File: config.mk
export PLATFORM = sky130hd
export DESIGN_NAME = repair_rx
export DESIGN_NICKNAME = d
export VERILOG_FILES = /design/src/rtl/repair_rx.sv
export SDC_FILE = /design/constraint.sdc
export NUM_CORES = 1
export LEC_CHECK = 0
export ABC_AREA = 1
export CAP_MARGIN = 20
export CORE_AREA = 4 4 51 53
export CTS_CLUSTER_DIAMETER = 80
export DETAILED_ROUTE_END_ITERATION = 6
export DIE_AREA = 0 0 55 57
export PLACE_DENSITY_LB_ADDON = 0.05
export REMOVE_ABC_BUFFERS = 1
export SLEW_MARGIN = 20
export SYNTH_ARGS = -nofsm -noshare
export SYNTH_HDL_FRONTEND = slang
export SYNTH_SLANG_ARGS = --single-unit
File: constraint.sdc
create_clock -name clk -period 1.28 [get_ports clk]
set_clock_uncertainty 0.1 [all_clocks]
set_input_delay 0.384 -clock clk [delete_from_list [all_inputs] [get_ports clk]]
set_output_delay 0.384 -clock clk [all_outputs]
set_load 0.005 [all_outputs]
File: src/rtl/repair_rx.sv
// Responder half of the MBTRAIN.REPAIR sideband handshake: answers INIT / APPLY_DEGRADE / END
// requests, latches the partner lane encoding, reports completion. Optional REPAIR_RX_TIMEOUT_EN.
module repair_rx #(
  parameter int TIMEOUT_CYCLES = 800000,
  parameter int CNT_W          = 20
) (
  input  logic       clk,
  input  logic       rst,
  input  logic       i_en,
  input  logic [3:0] i_sideband_message,
  input  logic       i_sideband_valid,
  input  logic [2:0] i_sideband_data_lanes_encoding,
  input  logic       i_busy_negedge_detected,
  input  logic       i_valid_tx,
  output logic [3:0] o_sideband_message,
  output logic       o_valid_rx,
  output logic [2:0] o_functional_lanes,
  output logic       o_degrade_fail,
  output logic       o_test_ack,
  output logic       o_timeout
);

  localparam logic [3:0] MSG_NONE     = 4'b0000;
  localparam logic [3:0] MSG_INIT_REQ = 4'b0001;
  localparam logic [3:0] MSG_INIT_RSP = 4'b0010;
  localparam logic [3:0] MSG_END_REQ  = 4'b0101;
  localparam logic [3:0] MSG_END_RSP  = 4'b0110;
  localparam logic [3:0] MSG_DEG_REQ  = 4'b0111;
  localparam logic [3:0] MSG_DEG_RSP  = 4'b1000;

  typedef enum logic [2:0] {
    ST_IDLE      = 3'd0,
    ST_WAIT_INIT = 3'd1,
    ST_WAIT_DEG  = 3'd2,
    ST_WAIT_END  = 3'd3,
    ST_FINISH    = 3'd4
  } state_e;

  function automatic logic enc_unusable(input logic [2:0] enc);
    logic bad;
    case (enc)
      3'b011, 3'b001, 3'b010: bad = 1'b0;
      default:                bad = 1'b1;
    endcase
    return bad;
  endfunction

  state_e     state_q, state_d;
  logic [3:0] msg_q, msg_d;
  logic       valid_q, valid_d;
  logic [2:0] lanes_q, lanes_d;
  logic       fail_q, fail_d;
  logic       ack_q, ack_d;
  logic       timeout_q, timeout_d;
  logic       load_s;
  logic       timeout_hit_s;

  logic acc_init_s, acc_deg_s, acc_end_s, in_wait_s;
  assign acc_init_s = i_sideband_valid && (i_sideband_message == MSG_INIT_REQ);
  assign acc_deg_s  = i_sideband_valid && (i_sideband_message == MSG_DEG_REQ);
  assign acc_end_s  = i_sideband_valid && (i_sideband_message == MSG_END_REQ);
  assign in_wait_s  = (state_q == ST_WAIT_INIT) || (state_q == ST_WAIT_DEG) ||
                      (state_q == ST_WAIT_END);

`ifdef REPAIR_RX_TIMEOUT_EN
  logic [CNT_W-1:0] cnt_q, cnt_d;

  always_comb begin
    if (state_d != state_q) begin
      cnt_d = '0;
    end else if (in_wait_s) begin
      cnt_d = cnt_q + CNT_W'(1);
    end else begin
      cnt_d = cnt_q;
    end
  end

  always_ff @(posedge clk or posedge rst) begin
    if (rst) begin
      cnt_q <= '0;
    end else begin
      cnt_q <= cnt_d;
    end
  end

  assign timeout_hit_s = in_wait_s && (cnt_q == CNT_W'(TIMEOUT_CYCLES - 1));
  assign o_timeout     = timeout_q;
`else
  assign timeout_hit_s = 1'b0;
  assign o_timeout     = 1'b0;
`endif

  always_ff @(posedge clk or posedge rst) begin
    if (rst) begin
      state_q <= ST_IDLE;
    end else begin
      state_q <= state_d;
    end
  end

  always_comb begin
    state_d = state_q;
    if (!i_en) begin
      state_d = ST_IDLE;
    end else begin
      case (state_q)
        ST_IDLE: state_d = ST_WAIT_INIT;
        ST_WAIT_INIT: begin
          if (timeout_hit_s)   state_d = ST_FINISH;
          else if (acc_init_s) state_d = ST_WAIT_DEG;
          else                 state_d = ST_WAIT_INIT;
        end
        ST_WAIT_DEG: begin
          if (timeout_hit_s)  state_d = ST_FINISH;
          else if (acc_deg_s) state_d = ST_WAIT_END;
          else                state_d = ST_WAIT_DEG;
        end
        ST_WAIT_END: begin
          if (timeout_hit_s)  state_d = ST_FINISH;
          else if (acc_end_s) state_d = ST_FINISH;
          else                state_d = ST_WAIT_END;
        end
        ST_FINISH: state_d = ST_FINISH;
        default:   state_d = ST_IDLE;
      endcase
    end
  end

  // Each wait state also answers a retransmit of the request that got us into it.
  always_comb begin
    msg_d     = msg_q;
    valid_d   = valid_q;
    lanes_d   = lanes_q;
    fail_d    = fail_q;
    ack_d     = ack_q;
    timeout_d = timeout_q;
    load_s    = 1'b0;
    if (!i_en || (state_q == ST_IDLE)) begin
      msg_d     = MSG_NONE;
      valid_d   = 1'b0;
      lanes_d   = 3'b000;
      fail_d    = 1'b0;
      ack_d     = 1'b0;
      timeout_d = 1'b0;
    end else if (timeout_hit_s) begin
      valid_d   = 1'b0;
      timeout_d = 1'b1;
    end else begin
      case (state_q)
        ST_WAIT_INIT: begin
          if (acc_init_s) begin
            msg_d  = MSG_INIT_RSP;
            load_s = 1'b1;
          end else begin
            load_s = 1'b0;
          end
        end
        ST_WAIT_DEG: begin
          if (acc_deg_s) begin
            msg_d   = MSG_DEG_RSP;
            lanes_d = i_sideband_data_lanes_encoding;
            fail_d  = enc_unusable(i_sideband_data_lanes_encoding);
            load_s  = 1'b1;
          end else if (acc_init_s) begin
            msg_d  = MSG_INIT_RSP;
            load_s = 1'b1;
          end else begin
            load_s = 1'b0;
          end
        end
        ST_WAIT_END: begin
          if (acc_end_s) begin
            msg_d  = MSG_END_RSP;
            load_s = 1'b1;
          end else if (acc_deg_s) begin
            msg_d   = MSG_DEG_RSP;
            lanes_d = i_sideband_data_lanes_encoding;
            fail_d  = enc_unusable(i_sideband_data_lanes_encoding);
            load_s  = 1'b1;
          end else begin
            load_s = 1'b0;
          end
        end
        ST_FINISH: begin
          if (acc_end_s && !ack_q && !timeout_q) begin
            msg_d  = MSG_END_RSP;
            load_s = 1'b1;
          end else if (!valid_q && !timeout_q) begin
            ack_d = 1'b1;
            msg_d = MSG_NONE;
          end else begin
            load_s = 1'b0;
          end
        end
        default: load_s = 1'b0;
      endcase
      if (load_s) begin
        valid_d = 1'b1;
      end else if (i_busy_negedge_detected && !i_valid_tx) begin
        valid_d = 1'b0;
      end else begin
        valid_d = valid_q;
      end
    end
  end

  always_ff @(posedge clk or posedge rst) begin
    if (rst) begin
      msg_q     <= MSG_NONE;
      valid_q   <= 1'b0;
      lanes_q   <= 3'b000;
      fail_q    <= 1'b0;
      ack_q     <= 1'b0;
      timeout_q <= 1'b0;
    end else begin
      msg_q     <= msg_d;
      valid_q   <= valid_d;
      lanes_q   <= lanes_d;
      fail_q    <= fail_d;
      ack_q     <= ack_d;
      timeout_q <= timeout_d;
    end
  end

  assign o_sideband_message = msg_q;
  assign o_valid_rx         = valid_q;
  assign o_functional_lanes = lanes_q;
  assign o_degrade_fail     = fail_q;
  assign o_test_ack         = ack_q;

endmodule
==> results list <==
- Pre-CTS setup slack: -687 ps
* Number of unique standard cell types used by synthesis: 18
- Global routing used 17.3% of the available tracks.
- The total area inside the core boundary comes to 2150 um2.
* H-tree levels: 1
- The detail route stage leaves a number of antenna-violating nets equal to 0.
- Maximum count of clock buffers along a single path: 2
- Maximum Capacitance Violations: 0
- The finished cells cover 1490 um2.
- Diodes inserted: 0
- Summing over every cut layer, the via total after detailed routing is 978.
- Pin count of the biggest net entering global routing: 14
- In the layout the commonest cells are nand2_1 (24), buf_4 (23), inv_1 (14).
- Routability-driven placement finished with a final weighted congestion of 0.952.
* Number of warnings reported in the yosys synthesis log: 0
- For this design the top-level I/O count stands at 24.
- Post-synthesis average cell area: 6.44 um2
- The first global-routing pass estimated 4010 um of wire.
* Worst endpoint data arrival time: 1490 ps
- Sink count of the clock tree: 13
- Signed area change from the synthesized netlist to the final layout: 77.4%
- Global route overflow: 0
- In the final routed layout, each cell accounts on average for 11.9 um.
- CTS Root Cell: clkbuf_4
* Share of cell area taken by muxes after synthesis: 0%
* Kind of capture point of the worst setup path: flip-flop
- The share of the Yosys chip area taken by registers is 38.9%.
- Number of detailed-routing iterations run before antenna repair: 4
- Number of cells in the design after placement: 198
- Die width: 55 um
- Fraction of the mapped netlist area in adder cells: 0%
- Instance count of the mapped netlist: 130
* Result of the run: finished, violations left
- After synthesis the netlist holds a flip-flop and latch count of 13.
- Setup slack on the worst reg-to-reg path comes out at -120 ps.
- Across all hold checks on the routed design, the worst slack comes to 279 ps.
- CTS tree: yes
- Clock transition at the registers of the reported paths: 90 ps
* Number of buffers created by CTS: 3
- Once placement finished, the instance area stood at 1230 um2.
- The clock reaches the later pin of the worst-skew pair after 280 ps.
* Simple-gate area share of the yosys netlist: 40.1%
- For this run, design rule violations remaining after detail routing come to 0.
- The final-report hold violation count is 0.
* PortBufs: 22
- Summed over all layers, the routed wires come to 2520 um.
- The count of cells in the finished layout, fillers not included, comes to 212.
- Fraction of final layout cells with drive strength greater than 1: 52.2%
* Reg2Reg Capture Point: o_sideband_message[3]
- Along the worst path, the maximum fanout reaches 5.
- Effective utilization at floorplan: 39.0%
- The number of antenna violations at the first check in global routing came to 0.
* Clock period minus worst slack: 1400 ps
- Sort of element at the start of the critical path: flip-flop
* Worst voltage drop across the vdd grid: 0.429 mV
- The library cell used most frequently in the layout, excluding fill and tap cells, is nand2_1.
* Violation count after the first detailed-route iteration: 8
- The final reports fail on setup timing.
* Start-to-end type of the worst setup path: flip-flop to flip-flop
- Dividing total power by cell area gives a power density of 585 nW/um2.
* Leakage power of the design: 0.780 nW
- The floorplan has 17 rows.
* HPWL reported at the end of detailed placement: 1780 um
- The startpoint identified for the worst register-to-register timing path is state_q[1].
* Required arrival time at the worst endpoint: 1360 ps
* RSZ-0062 raised after global routing: true
- Summing the areas of all xor and xnor instances in the mapped netlist gives 0% of the synthesized area.
- # setup viols final: 17
- Average via count per standard cell: 4.61
* Hold Crit Class: input pin to async pin
- Total number of nets in the final design: 198
* Chip height: 57 um
* Number of pins with negative max-slew slack in the final report: 0
- After synthesis the cells add up to 837 um2.
- Main combinational cell family by area after synthesis: simple AND/OR/NAND/NOR gates
- Setup TNS Final: -828 ps
- Summing the areas of all compound-gate instances in the mapped netlist gives 9.42% of the synthesized area.
* Number of global-route vias before repair: 947
* Length in cells of the worst reg-to-reg path: 8
- Total Die Area: 3140 um2
* Share of the clock period used by the worst path after layout: 109%
- In the post-route analysis, the smallest setup slack over all paths is -121 ps.
- Hold-fix buffers, CTS: 0
* Highest attainable clock frequency: 714 MHz
-- what timing repair did --
item	in CTS	in global routing
buffers inserted	5	5
resized for setup	79	36
setup endpoints to repair	23	22
pin swaps	19	18
-- worst max path at each step --
stage,start,end
4_1_cts,state_q[1],o_sideband_message[1]
3_5_place_dp,i_sideband_message[2],o_degrade_fail
6_report,state_q[1],o_sideband_message[3]
5_1_grt,state_q[1],o_sideband_message[3]
3_3_place_gp,i_sideband_message[2],o_degrade_fail
2_1_floorplan,i_sideband_message[3],o_degrade_fail
-- final cells by class --
| cell class | count | area, um2 |
|---|---|---|
| well taps | 28 | 35.0 |
| clock buffers | 3 | 22.5 |
| repair buffers | 51 | 403 |
| inverters | 23 | 91.3 |
| fillers | 197 | 663 |
| multi-input cells | 93 | 599 |
| clock inverters | 1 | 5.00 |
| flip-flops and latches | 13 | 329 |
-- cell usage after synthesis --
cell type,instances,area (um2)
nand3_1,7,35.0
nand3_2,2,20.0
o21ai_2,1,8.76
nand2_1,38,143
a21oi_1,8,40.0
nor2_1,22,82.6
nand2_2,2,12.5
o21ai_0,6,30.0
conb_1,1,3.75
dfrtp_1,13,325
nor2_4,1,11.3
inv_2,2,7.51
nor3_1,1,5.00
nor2_2,2,12.5
inv_1,21,78.8
buf_4,1,7.51
nand4_1,1,6.26
nand3b_1,1,7.51
-- layer usage --
layer	wire [um]	global-route usage, %	vias to the layer above
li1	-	-	506
met1	1080	21.9	450
met2	1320	27.5	15
met3	62	2.61	7
met4	61	9.38	0
met5	0	0	-
-- report_power, final --
group          leakage, nW  internal (mW)  switching, mW
Clock               0.0177          0.116          0.150
Sequential           0.175          0.415        0.00613
Combinational        0.587         0.0880         0.0936
Total                0.780          0.619          0.250
-- through the flow --
step	util, %	total power [mW]
2_1_floorplan	-	0.483
3_3_place_gp	57.1	0.562
3_5_place_dp	57.1	0.563
4_1_cts	62.0	0.848
5_1_grt	69.1	0.921
6_report	69.1	0.868
-- state kept, by name (all words and copies together), names as in the netlist --
signal and flops:
o_sideband_message 4, o_functional_lanes 3, state_q 3, o_degrade_fail 1
o_test_ack 1, o_valid_rx 1
-- critical path, cell delays in order (launching register included) --
cell and delay (ps):
dfrtp_2 480, nor2_4 160, nand2_4 90, nor2_4 110, nand3_2 100, nand3_4 110
inv_4 50, nand2_2 50, nand2_2 50
-- kinds of logic after synthesis --
group / count (synthesis)
compound gates: 15
flops: 13
other cells: 1
buf+inv: 24
simple gates: 77
Power figures use the tool's default switching activity.
